### src/rtl/aud_recorder_multi_if.sv
// -----------------------------------------------------------------------------
// aud_recorder_multi_if
// SRAM write bus between the audio recorder and the sample memory.
//   o_address : word address, valid while o_we = 1
//   o_data    : sample word,  valid while o_we = 1
//   o_we      : one-cycle write strobe per committed word
// The recorder drives the bus through the master modport; the memory (or a
// bench monitor) observes it through the slave modport.
// -----------------------------------------------------------------------------
interface aud_recorder_multi_if #(
  parameter int DATA_W = 16,
  parameter int ADDR_W = 20
) ();

  logic [ADDR_W-1:0] o_address;
  logic [DATA_W-1:0] o_data;
  logic              o_we;

  modport master (
    output o_address,
    output o_data,
    output o_we
  );

  modport slave (
    input o_address,
    input o_data,
    input o_we
  );

endinterface

### src/rtl/aud_recorder_multi.sv
// -----------------------------------------------------------------------------
// aud_recorder_multi
// I2S capture engine that records left, right or interleaved stereo samples
// into a word-addressed SRAM. Everything runs on the bit clock (i_clk).
//
// Ports
//   i_clk, i_rst             : bit clock, synchronous active-high reset
//   i_lrc, i_data            : I2S word select (0 = left) and serial data
//   i_start/i_pause/i_stop   : level-sampled controls, stop > pause > start
//   i_mode                   : 00 left, 01 right, 10 stereo, 11 acts as 00
//   i_wrap                   : 1 = wrap at end of memory, 0 = stop when full
//   wr                       : SRAM write bus (o_address, o_data, o_we)
//   o_len                    : words written since last start, saturating
//   o_busy, o_full, o_err    : recording active / memory full / sticky
//                              framing error
// -----------------------------------------------------------------------------
module aud_recorder_multi #(
  parameter int DATA_W = 16,
  parameter int ADDR_W = 20
) (
  input  logic                 i_clk,
  input  logic                 i_rst,
  input  logic                 i_lrc,
  input  logic                 i_data,
  input  logic                 i_start,
  input  logic                 i_pause,
  input  logic                 i_stop,
  input  logic [1:0]           i_mode,
  input  logic                 i_wrap,
  aud_recorder_multi_if.master wr,
  output logic [ADDR_W:0]      o_len,
  output logic                 o_busy,
  output logic                 o_full,
  output logic                 o_err
);

  localparam int                CNT_W    = $clog2(DATA_W) + 1;
  localparam logic [CNT_W-1:0]  LAST_BIT = CNT_W'(DATA_W - 1);
  localparam logic [ADDR_W:0]   LEN_MAX  = {1'b1, {ADDR_W{1'b0}}};
  localparam logic [ADDR_W-1:0] ADDR_END = {ADDR_W{1'b1}};

  typedef enum logic [2:0] {
    ST_IDLE      = 3'd0,
    ST_WAIT_EDGE = 3'd1,
    ST_SHIFT     = 3'd2,
    ST_HOLD      = 3'd3,
    ST_PAUSE     = 3'd4,
    ST_FULL      = 3'd5
  } state_e;

  state_e            state_q, state_d;
  logic              lrc_q;                 // i_lrc delayed one bit clock
  logic [DATA_W-1:0] shift_q, shift_d;
  logic [CNT_W-1:0]  cnt_q,   cnt_d;
  logic [ADDR_W-1:0] addr_q,  addr_d;
  logic [DATA_W-1:0] data_q,  data_d;
  logic              we_q,    we_d;
  logic [ADDR_W:0]   len_q,   len_d;
  logic              busy_q,  busy_d;
  logic              full_q,  full_d;
  logic              err_q,   err_d;
  logic [1:0]        mode_q,  mode_d;
  logic              wrap_q,  wrap_d;

  logic edge_s;
  logic left_edge_s;
  logic right_edge_s;
  logic stereo_s;
  logic mono_right_s;
  logic accept_s;
  logic word_done_s;
  logic at_end_s;
  logic start_clr_s;
  logic err_set_s;
  logic restart_s;

  // Channel-edge and status decode shared by the FSM and the datapath.
  always_comb begin
    edge_s       = i_lrc ^ lrc_q;
    left_edge_s  = edge_s & ~i_lrc;
    right_edge_s = edge_s &  i_lrc;
    stereo_s     = (mode_q == 2'b10);
    mono_right_s = (mode_q == 2'b01);
    word_done_s  = (state_q == ST_SHIFT) && (cnt_q == LAST_BIT);
    at_end_s     = (addr_q == ADDR_END);
  end

  // Decide whether this cycle's edge opens a channel we record.
  // In stereo a fresh start or resume only locks onto a left edge so the
  // stream stays L,R ordered; once locked every edge alternates channel.
  always_comb begin
    accept_s = 1'b0;
    if (stereo_s) begin
      if ((state_q == ST_SHIFT) || (state_q == ST_HOLD)) begin
        accept_s = edge_s;
      end else begin
        accept_s = left_edge_s;
      end
    end else if (mono_right_s) begin
      accept_s = right_edge_s;
    end else begin
      accept_s = left_edge_s;
    end
  end

  // FSM state register.
  always_ff @(posedge i_clk) begin
    if (i_rst) begin
      state_q <= ST_IDLE;
    end else begin
      state_q <= state_d;
    end
  end

  // FSM next-state logic; stop beats pause beats start in every state.
  always_comb begin
    state_d = state_q;
    case (state_q)
      ST_IDLE: begin
        if (i_stop) begin
          state_d = ST_IDLE;
        end else if (i_start) begin
          state_d = ST_WAIT_EDGE;
        end else begin
          state_d = ST_IDLE;
        end
      end
      ST_FULL: begin
        if (i_stop) begin
          state_d = ST_IDLE;
        end else if (i_start) begin
          state_d = ST_WAIT_EDGE;
        end else begin
          state_d = ST_FULL;
        end
      end
      ST_PAUSE: begin
        if (i_stop) begin
          state_d = ST_IDLE;
        end else if (i_start) begin
          state_d = ST_WAIT_EDGE;
        end else begin
          state_d = ST_PAUSE;
        end
      end
      ST_WAIT_EDGE, ST_HOLD: begin
        if (i_stop) begin
          state_d = ST_IDLE;
        end else if (i_pause) begin
          state_d = ST_PAUSE;
        end else if (accept_s) begin
          state_d = ST_SHIFT;
        end else begin
          state_d = state_q;
        end
      end
      ST_SHIFT: begin
        // An edge on the last-bit cycle is the normal I2S case (the LSB
        // trails the word select by one bit); earlier it is a framing error.
        // Either way an accepted edge is the delay bit of the next word.
        if (i_stop) begin
          state_d = ST_IDLE;
        end else if (word_done_s && at_end_s && !wrap_q) begin
          state_d = ST_FULL;
        end else if (i_pause) begin
          state_d = ST_PAUSE;
        end else if (edge_s) begin
          state_d = accept_s ? ST_SHIFT : ST_HOLD;
        end else if (word_done_s) begin
          state_d = ST_HOLD;
        end else begin
          state_d = ST_SHIFT;
        end
      end
      default: begin
        state_d = ST_IDLE;
      end
    endcase
  end

  // FSM outputs, computed from the next state so the flops line up with it.
  always_comb begin
    busy_d = 1'b0;
    full_d = 1'b0;
    case (state_d)
      ST_WAIT_EDGE, ST_SHIFT, ST_HOLD: begin
        busy_d = 1'b1;
      end
      ST_FULL: begin
        full_d = 1'b1;
      end
      default: begin
        busy_d = 1'b0;
        full_d = 1'b0;
      end
    endcase
  end

  // Datapath next values: shifter, commit, address/length, error, config.
  always_comb begin
    start_clr_s = ((state_q == ST_IDLE) || (state_q == ST_FULL)) && i_start && !i_stop;
    err_set_s   = (state_q == ST_SHIFT) && edge_s && !word_done_s && !i_stop && !i_pause;
    // A new word starts on the delay-bit cycle: entering SHIFT, or an edge
    // seen while already shifting.
    restart_s   = (state_d == ST_SHIFT) && ((state_q != ST_SHIFT) || edge_s);

    if (restart_s) begin
      shift_d = {DATA_W{1'b0}};
      cnt_d   = {CNT_W{1'b0}};
    end else if (state_d == ST_SHIFT) begin
      shift_d = {shift_q[DATA_W-2:0], i_data};
      cnt_d   = cnt_q + CNT_W'(1);
    end else begin
      shift_d = {DATA_W{1'b0}};
      cnt_d   = {CNT_W{1'b0}};
    end

    // The final bit is committed even if stop, pause or full hit this cycle.
    if (word_done_s) begin
      data_d = {shift_q[DATA_W-2:0], i_data};
      we_d   = 1'b1;
    end else begin
      data_d = data_q;
      we_d   = 1'b0;
    end

    // Address advances once the strobe has been seen by the memory.
    if (start_clr_s) begin
      addr_d = {ADDR_W{1'b0}};
      len_d  = {(ADDR_W+1){1'b0}};
    end else if (we_q) begin
      addr_d = (at_end_s && !wrap_q) ? addr_q : (addr_q + ADDR_W'(1));
      len_d  = (len_q == LEN_MAX) ? len_q : (len_q + (ADDR_W+1)'(1));
    end else begin
      addr_d = addr_q;
      len_d  = len_q;
    end

    if (start_clr_s) begin
      err_d = 1'b0;
    end else if (err_set_s) begin
      err_d = 1'b1;
    end else begin
      err_d = err_q;
    end

    if (start_clr_s) begin
      mode_d = (i_mode == 2'b11) ? 2'b00 : i_mode;
      wrap_d = i_wrap;
    end else begin
      mode_d = mode_q;
      wrap_d = wrap_q;
    end
  end

  // Datapath and registered-output flops.
  always_ff @(posedge i_clk) begin
    if (i_rst) begin
      lrc_q   <= 1'b0;
      shift_q <= {DATA_W{1'b0}};
      cnt_q   <= {CNT_W{1'b0}};
      addr_q  <= {ADDR_W{1'b0}};
      data_q  <= {DATA_W{1'b0}};
      we_q    <= 1'b0;
      len_q   <= {(ADDR_W+1){1'b0}};
      busy_q  <= 1'b0;
      full_q  <= 1'b0;
      err_q   <= 1'b0;
      mode_q  <= 2'b00;
      wrap_q  <= 1'b0;
    end else begin
      lrc_q   <= i_lrc;
      shift_q <= shift_d;
      cnt_q   <= cnt_d;
      addr_q  <= addr_d;
      data_q  <= data_d;
      we_q    <= we_d;
      len_q   <= len_d;
      busy_q  <= busy_d;
      full_q  <= full_d;
      err_q   <= err_d;
      mode_q  <= mode_d;
      wrap_q  <= wrap_d;
    end
  end

  assign wr.o_address = addr_q;
  assign wr.o_data    = data_q;
  assign wr.o_we      = we_q;
  assign o_len        = len_q;
  assign o_busy       = busy_q;
  assign o_full       = full_q;
  assign o_err        = err_q;

endmodule

### src/flat_wrapper.sv
// flat-port wrapper written by rule: the top's interface ports become plain ports
module aud_recorder_multi_flat 
#(
  parameter int DATA_W = 16,
  parameter int ADDR_W = 20
)
  (i_clk, i_rst, i_lrc, i_data, i_start, i_pause, i_stop, i_mode, i_wrap, o_len, o_busy, o_full, o_err, wr_o_address, wr_o_data, wr_o_we);
  aud_recorder_multi_if #(.DATA_W(DATA_W), .ADDR_W(ADDR_W)) wr_i ();
  input  logic i_clk;
  input  logic i_rst;
  input  logic i_lrc;
  input  logic i_data;
  input  logic i_start;
  input  logic i_pause;
  input  logic i_stop;
  input  logic [1:0] i_mode;
  input  logic i_wrap;
  output logic [ADDR_W:0] o_len;
  output logic o_busy;
  output logic o_full;
  output logic o_err;
  output wire logic [$bits(wr_i.o_address)-1:0] wr_o_address;
  output wire logic [$bits(wr_i.o_data)-1:0] wr_o_data;
  output wire logic [$bits(wr_i.o_we)-1:0] wr_o_we;
  assign wr_o_address = wr_i.o_address;
  assign wr_o_data = wr_i.o_data;
  assign wr_o_we = wr_i.o_we;
  aud_recorder_multi #(.DATA_W(DATA_W), .ADDR_W(ADDR_W)) u_core (.i_clk(i_clk), .i_rst(i_rst), .i_lrc(i_lrc), .i_data(i_data), .i_start(i_start), .i_pause(i_pause), .i_stop(i_stop), .i_mode(i_mode), .i_wrap(i_wrap), .wr(wr_i), .o_len(o_len), .o_busy(o_busy), .o_full(o_full), .o_err(o_err));
endmodule
### config.mk
export PLATFORM = sky130hd
export DESIGN_NAME = aud_recorder_multi_flat
export DESIGN_NICKNAME = d
export VERILOG_FILES = /design/src/rtl/aud_recorder_multi_if.sv /design/src/rtl/aud_recorder_multi.sv /design/src/flat_wrapper.sv
export SDC_FILE = /design/constraint.sdc
export NUM_CORES = 1
export LEC_CHECK = 0
export ABC_AREA = 1
export CORE_MARGIN = 4
export CORE_UTILIZATION = 55
export CTS_BUF_LIST = sky130_fd_sc_hd__clkbuf_8
export CTS_CLUSTER_DIAMETER = 30
export CTS_CLUSTER_SIZE = 30
export DETAILED_ROUTE_END_ITERATION = 8
export PLACE_DENSITY = 0.85
export SKIP_LAST_GASP = 1
export SLEW_MARGIN = 20
export SYNTH_ARGS = -nofsm -noshare
export SYNTH_HDL_FRONTEND = slang
export SYNTH_SLANG_ARGS = --single-unit
### constraint.sdc
create_clock -name i_clk -period 2.3 [get_ports i_clk]
set_clock_uncertainty 0.2 [all_clocks]
set_input_delay 0.345 -clock i_clk [delete_from_list [all_inputs] [get_ports i_clk]]
set_output_delay 0.345 -clock i_clk [all_outputs]
set_load 0.02 [all_outputs]
==> flow_results.org <==
** Run status
- Run status :: complete, no violations

** Setup path
- Setup CP Type :: reg -> reg
- The worst setup path is launched from a register.
- Biggest fanout along the worst timing path :: 22
- At the worst endpoint, the required time is 2.39 ns.
- For the worst flop-to-flop path, the logic depth is 11.
- Worst EP arrival :: 2.18 ns
- STA classifies the critical path endpoint as a register.

** Clock network
- The number of hold buffers added after CTS was 0.
- In this run the post-CTS setup repair buffer count came out at 0.
- The H-tree was split into 3 levels.
- Clock tree synthesis selected as its root buffer the cell sky130_fd_sc_hd__clkbuf_8.
- The later pin in the worst-skew pair is clocked with a latency of 0.37 ns.
- Post-CTS repair changed the size of 0 cells.
- Worst-path clk slew :: 0.10 ns
- Counting every sink on the clock net gives 88.
- Num CTS Buffers :: 9
- No sink is reached through more buffers than the 2 on the longest clock path.
- TritonCTS built the clock tree.

** Power and ir drop
- Internal cell power :: 1980 uW
- Reported leakage power :: 0.00196 uW
- Net switching is 25.1% of the power.
- Of the total power, registers draw 58.1%.
- Switching power of the nets :: 663 uW
- Relative contribution of the clock network to total power :: 38.0%
- IR analysis of the VDD net gives a maximum drop of 362 uV.
- Of the total power, combinational logic draws 4.0%.
- Power density over the cells :: 498 nW/um2

** Detailed routing
- In the final routed layout, each cell accounts on average for 12.9 um.
- Post-route ant nets :: 0
- In the routed design, unresolved DRC markers number 0.
- The detailed router placed 4167 vias in this run.
- Pre-Repair DR Iteration Count :: 5
- Vias/cell :: 5.30
- Initial DRC Count :: 174
- For this block, the routed nets add up to 10200 um of wire.

** Place
- Before CTS, the worst setup slack after placement is -0.128 ns.
- The congestion estimate from routability-driven global placement came to 0.943.
- The wire-length estimate of the detail-placed layout is 7510 um.
- Placed Area :: 5110 um2
- I/O Buffers :: 70

** Synthesis
- In the synthesized netlist the dominant register cell turns out to be sky130_fd_sc_hd__dfxtp_1.
- FF+latch count, synth :: 88
- Sequential share of the synthesized area :: 41.1%
- Counting every instance in the synthesized netlist gives 606.
- By area the synthesized netlist is led by sky130_fd_sc_hd__dfxtp_1, sky130_fd_sc_hd__nand2_1, sky130_fd_sc_hd__inv_1.
- The biggest area contributor in the post-synthesis netlist is sky130_fd_sc_hd__dfxtp_1.
- During synthesis, Yosys emitted a total of 0 warnings.
- Leading cell type by number of instances after synthesis :: sky130_fd_sc_hd__nand2_1
- The number of nets handed over by synthesis was 623.
- Number of distinct library cells after synthesis :: 35
- Cell types with the highest counts after synthesis :: sky130_fd_sc_hd__nand2_1, sky130_fd_sc_hd__dfxtp_1, sky130_fd_sc_hd__inv_1
- The synthesized netlist occupies a cell area of 4290 um2.
- Summed over its instances, the top area cell type makes up 41.1% of the synthesized netlist area.
- Of all flip-flops after synthesis, the portion carrying an async set or reset was 0%.
- Yosys mapped a number of flops with a built-in enable equal to 0.
- Each instance of the synthesized netlist takes up on average 7.08 um2.

** Cells and area
- Net count, final :: 699
- Compared with the post-synthesis result, the final layout area differs by 23.4%.
- In the final layout, the multi-input gates occupy 2100 um2.
- The repair_antennas step left the layout with diodes totalling 0.
- Footprint of the flip-flops and latches :: 1760 um2
- Total non-filler cell area in the finished layout :: 5290 um2
- The post-route netlist has 7.86% of its cells at a drive strength greater than 1.
- Filler Cells Inserted :: 591

** Global routing
- Initial antenna violation count :: 0
- The via count of the first global-routing pass was 3851.
- Maximum number of pins on one net before global-route repair :: 32
- Global-route wire length before repair :: 17300 um
- Global routing finished with a remaining overflow of 0.
- For this run, the total global-route usage over all layers was measured as 23.5%.

** Floorplan
- Total number of placement rows :: 31
- Area of the placeable core :: 7410 um2
- Height of the chip :: 96.3 um
- Die outline width :: 96.3 um
- Initial Utilization :: 57.9%
- The die covers 9280 um2.
- For this design the top-level I/O count stands at 71.

** Timing
- Share of the clock period used by the worst path :: 91.1%
- In this run the tightest slew margin relative to its limit is 64.8%.
- Shortest clock period the worst path allows after layout :: 2.09 ns
- Setup slack closes at 0.205 ns.
- Final-report setup violation count :: 0
- Fmax :: 477 MHz
- Max-slew violation count :: 0
- After routing, the total negative slack on setup checks comes to 0 ns.
- At the pin with the least slew margin, the transition time is 0.524 ns.
- Setup repair after global routing left no endpoint under its margin.
- The hold violation total from the final report is 0.

** Worst hold path
- Counting instances, the worst hold path has a depth of 2.
- Hold Crit Class :: reg -> reg

** Job
- Max-capacitance violation count :: 0
routing by layer:
layer | up-vias | part of all wire, % | global-route usage, %
met5 | - | 0 | 0
met4 | 0 | 1.9 | 10.6
met3 | 16 | 6.6 | 4.07
met2 | 141 | 49 | 39.8
met1 | 1906 | 42 | 29.0
li1 | 2104 | - | -
worst max-delay path, cell delays in order, from the launching register on:
cell and delay (ns):
sky130_fd_sc_hd__dfxtp_1 0.34, sky130_fd_sc_hd__ha_1 0.22, sky130_fd_sc_hd__and3_1 0.20, sky130_fd_sc_hd__ha_1 0.22, sky130_fd_sc_hd__nand2_2 0.13, sky130_fd_sc_hd__inv_2 0.05
sky130_fd_sc_hd__nand3_2 0.09, sky130_fd_sc_hd__nand2_1 0.06, sky130_fd_sc_hd__nand2_1 0.09, sky130_fd_sc_hd__nand2_2 0.07, sky130_fd_sc_hd__buf_12 0.16, sky130_fd_sc_hd__nor3_1 0.18
per-stage QoR:
step	total power [uW]	util [%]	cells	hold slack, ns
finish	2640	71.4	786	0.246
global route	2730	71.4	786	0.281
CTS	2650	71.4	786	0.251
detailed placement	1670	69.0	770	0.244
global placement	1670	69.0	770	0.239
floorplan	1630	-	606	0.217
placed cells by master (no fill, tap or decap), types with 2 or more instances in the layout:
cell type,netlist,routed
sky130_fd_sc_hd__a21oi_2,3,3
sky130_fd_sc_hd__nand2_2,6,6
sky130_fd_sc_hd__nor2_2,2,2
sky130_fd_sc_hd__xor2_1,15,15
sky130_fd_sc_hd__o21bai_1,2,2
sky130_fd_sc_hd__nor2_4,2,2
sky130_fd_sc_hd__nand3_2,2,2
sky130_fd_sc_hd__nor3_1,38,38
sky130_fd_sc_hd__nand3_1,32,32
sky130_fd_sc_hd__inv_2,4,4
sky130_fd_sc_hd__inv_6,0,4
sky130_fd_sc_hd__inv_1,72,73
sky130_fd_sc_hd__nor2_1,58,58
sky130_fd_sc_hd__dfxtp_1,88,88
sky130_fd_sc_hd__nand3b_1,2,2
sky130_fd_sc_hd__buf_12,0,3
sky130_fd_sc_hd__buf_4,2,10
sky130_fd_sc_hd__xnor2_1,5,5
sky130_fd_sc_hd__nor3_2,4,4
sky130_fd_sc_hd__nand4_1,8,8
sky130_fd_sc_hd__ha_1,7,7
sky130_fd_sc_hd__clkbuf_8,0,9
sky130_fd_sc_hd__a21oi_1,50,50
sky130_fd_sc_hd__and3_1,3,3
sky130_fd_sc_hd__o21ai_0,32,32
sky130_fd_sc_hd__clkdlybuf4s50_1,0,70
sky130_fd_sc_hd__nand2_1,145,145
cell type report:
cell class,count,share of cell area [%]
clock buffers,9,2.34
clock inverters,7,0.993
inverters,77,5.51
multi-input cells,423,39.7
flip-flops and latches,88,33.3
well taps,99,2.34
repair buffers,83,15.8
flip-flops by register name, indices dropped and copies added (netlist names):
| name | flops |
|---|---|
| u_core.o_len | 21 |
| u_core.wr.o_address | 20 |
| u_core.wr.o_data | 16 |
| u_core.shift_q | 15 |
| u_core.cnt_q | 5 |
| u_core.state_q | 3 |
| u_core.mode_q | 2 |
| u_core.lrc_q | 1 |
| u_core.o_busy | 1 |
| u_core.o_err | 1 |
| u_core.o_full | 1 |
| u_core.wr.o_we | 1 |
| u_core.wrap_q | 1 |
cells by family (layout without fill, tap and decap cells):
logic type | Yosys count | in the layout | share of synthesized area [%]
AND/OR/NAND/NOR | 306 | 306 | 31.9
buffers and inverters | 95 | 176 | 9.92
AO/OA/AOI/OAI | 90 | 90 | 10.9
flip-flops | 88 | 88 | 41.1
XOR/XNOR | 20 | 20 | 4.08
adder cells (fa/ha/maj) | 7 | 7 | 2.04
power groups by stage:
| stage | Clock (uW) | Combinational, uW | Sequential [uW] |
|---|---|---|---|
| final | 1000 | 104 | 1530 |
| after global routing | 1080 | 116 | 1530 |
| after CTS | 1020 | 104 | 1530 |
| after detailed placement | 0 | 103 | 1570 |
| after global placement | 0 | 99.1 | 1570 |
| after floorplan | 0 | 58.7 | 1570 |
path summary, 6_finish.rpt:
kind	slack, ns	end	start
hold reg to reg	0.25	u_core.shift_q[3]	u_core.shift_q[2]
setup reg to reg	0.21	u_core.shift_q[14]	u_core.cnt_q[0]
setup / recovery	0.21	u_core.shift_q[14]	u_core.cnt_q[0]
hold / removal	0.25	u_core.shift_q[3]	u_core.shift_q[2]
No activity file was read; power rests on OpenSTA's default activity.
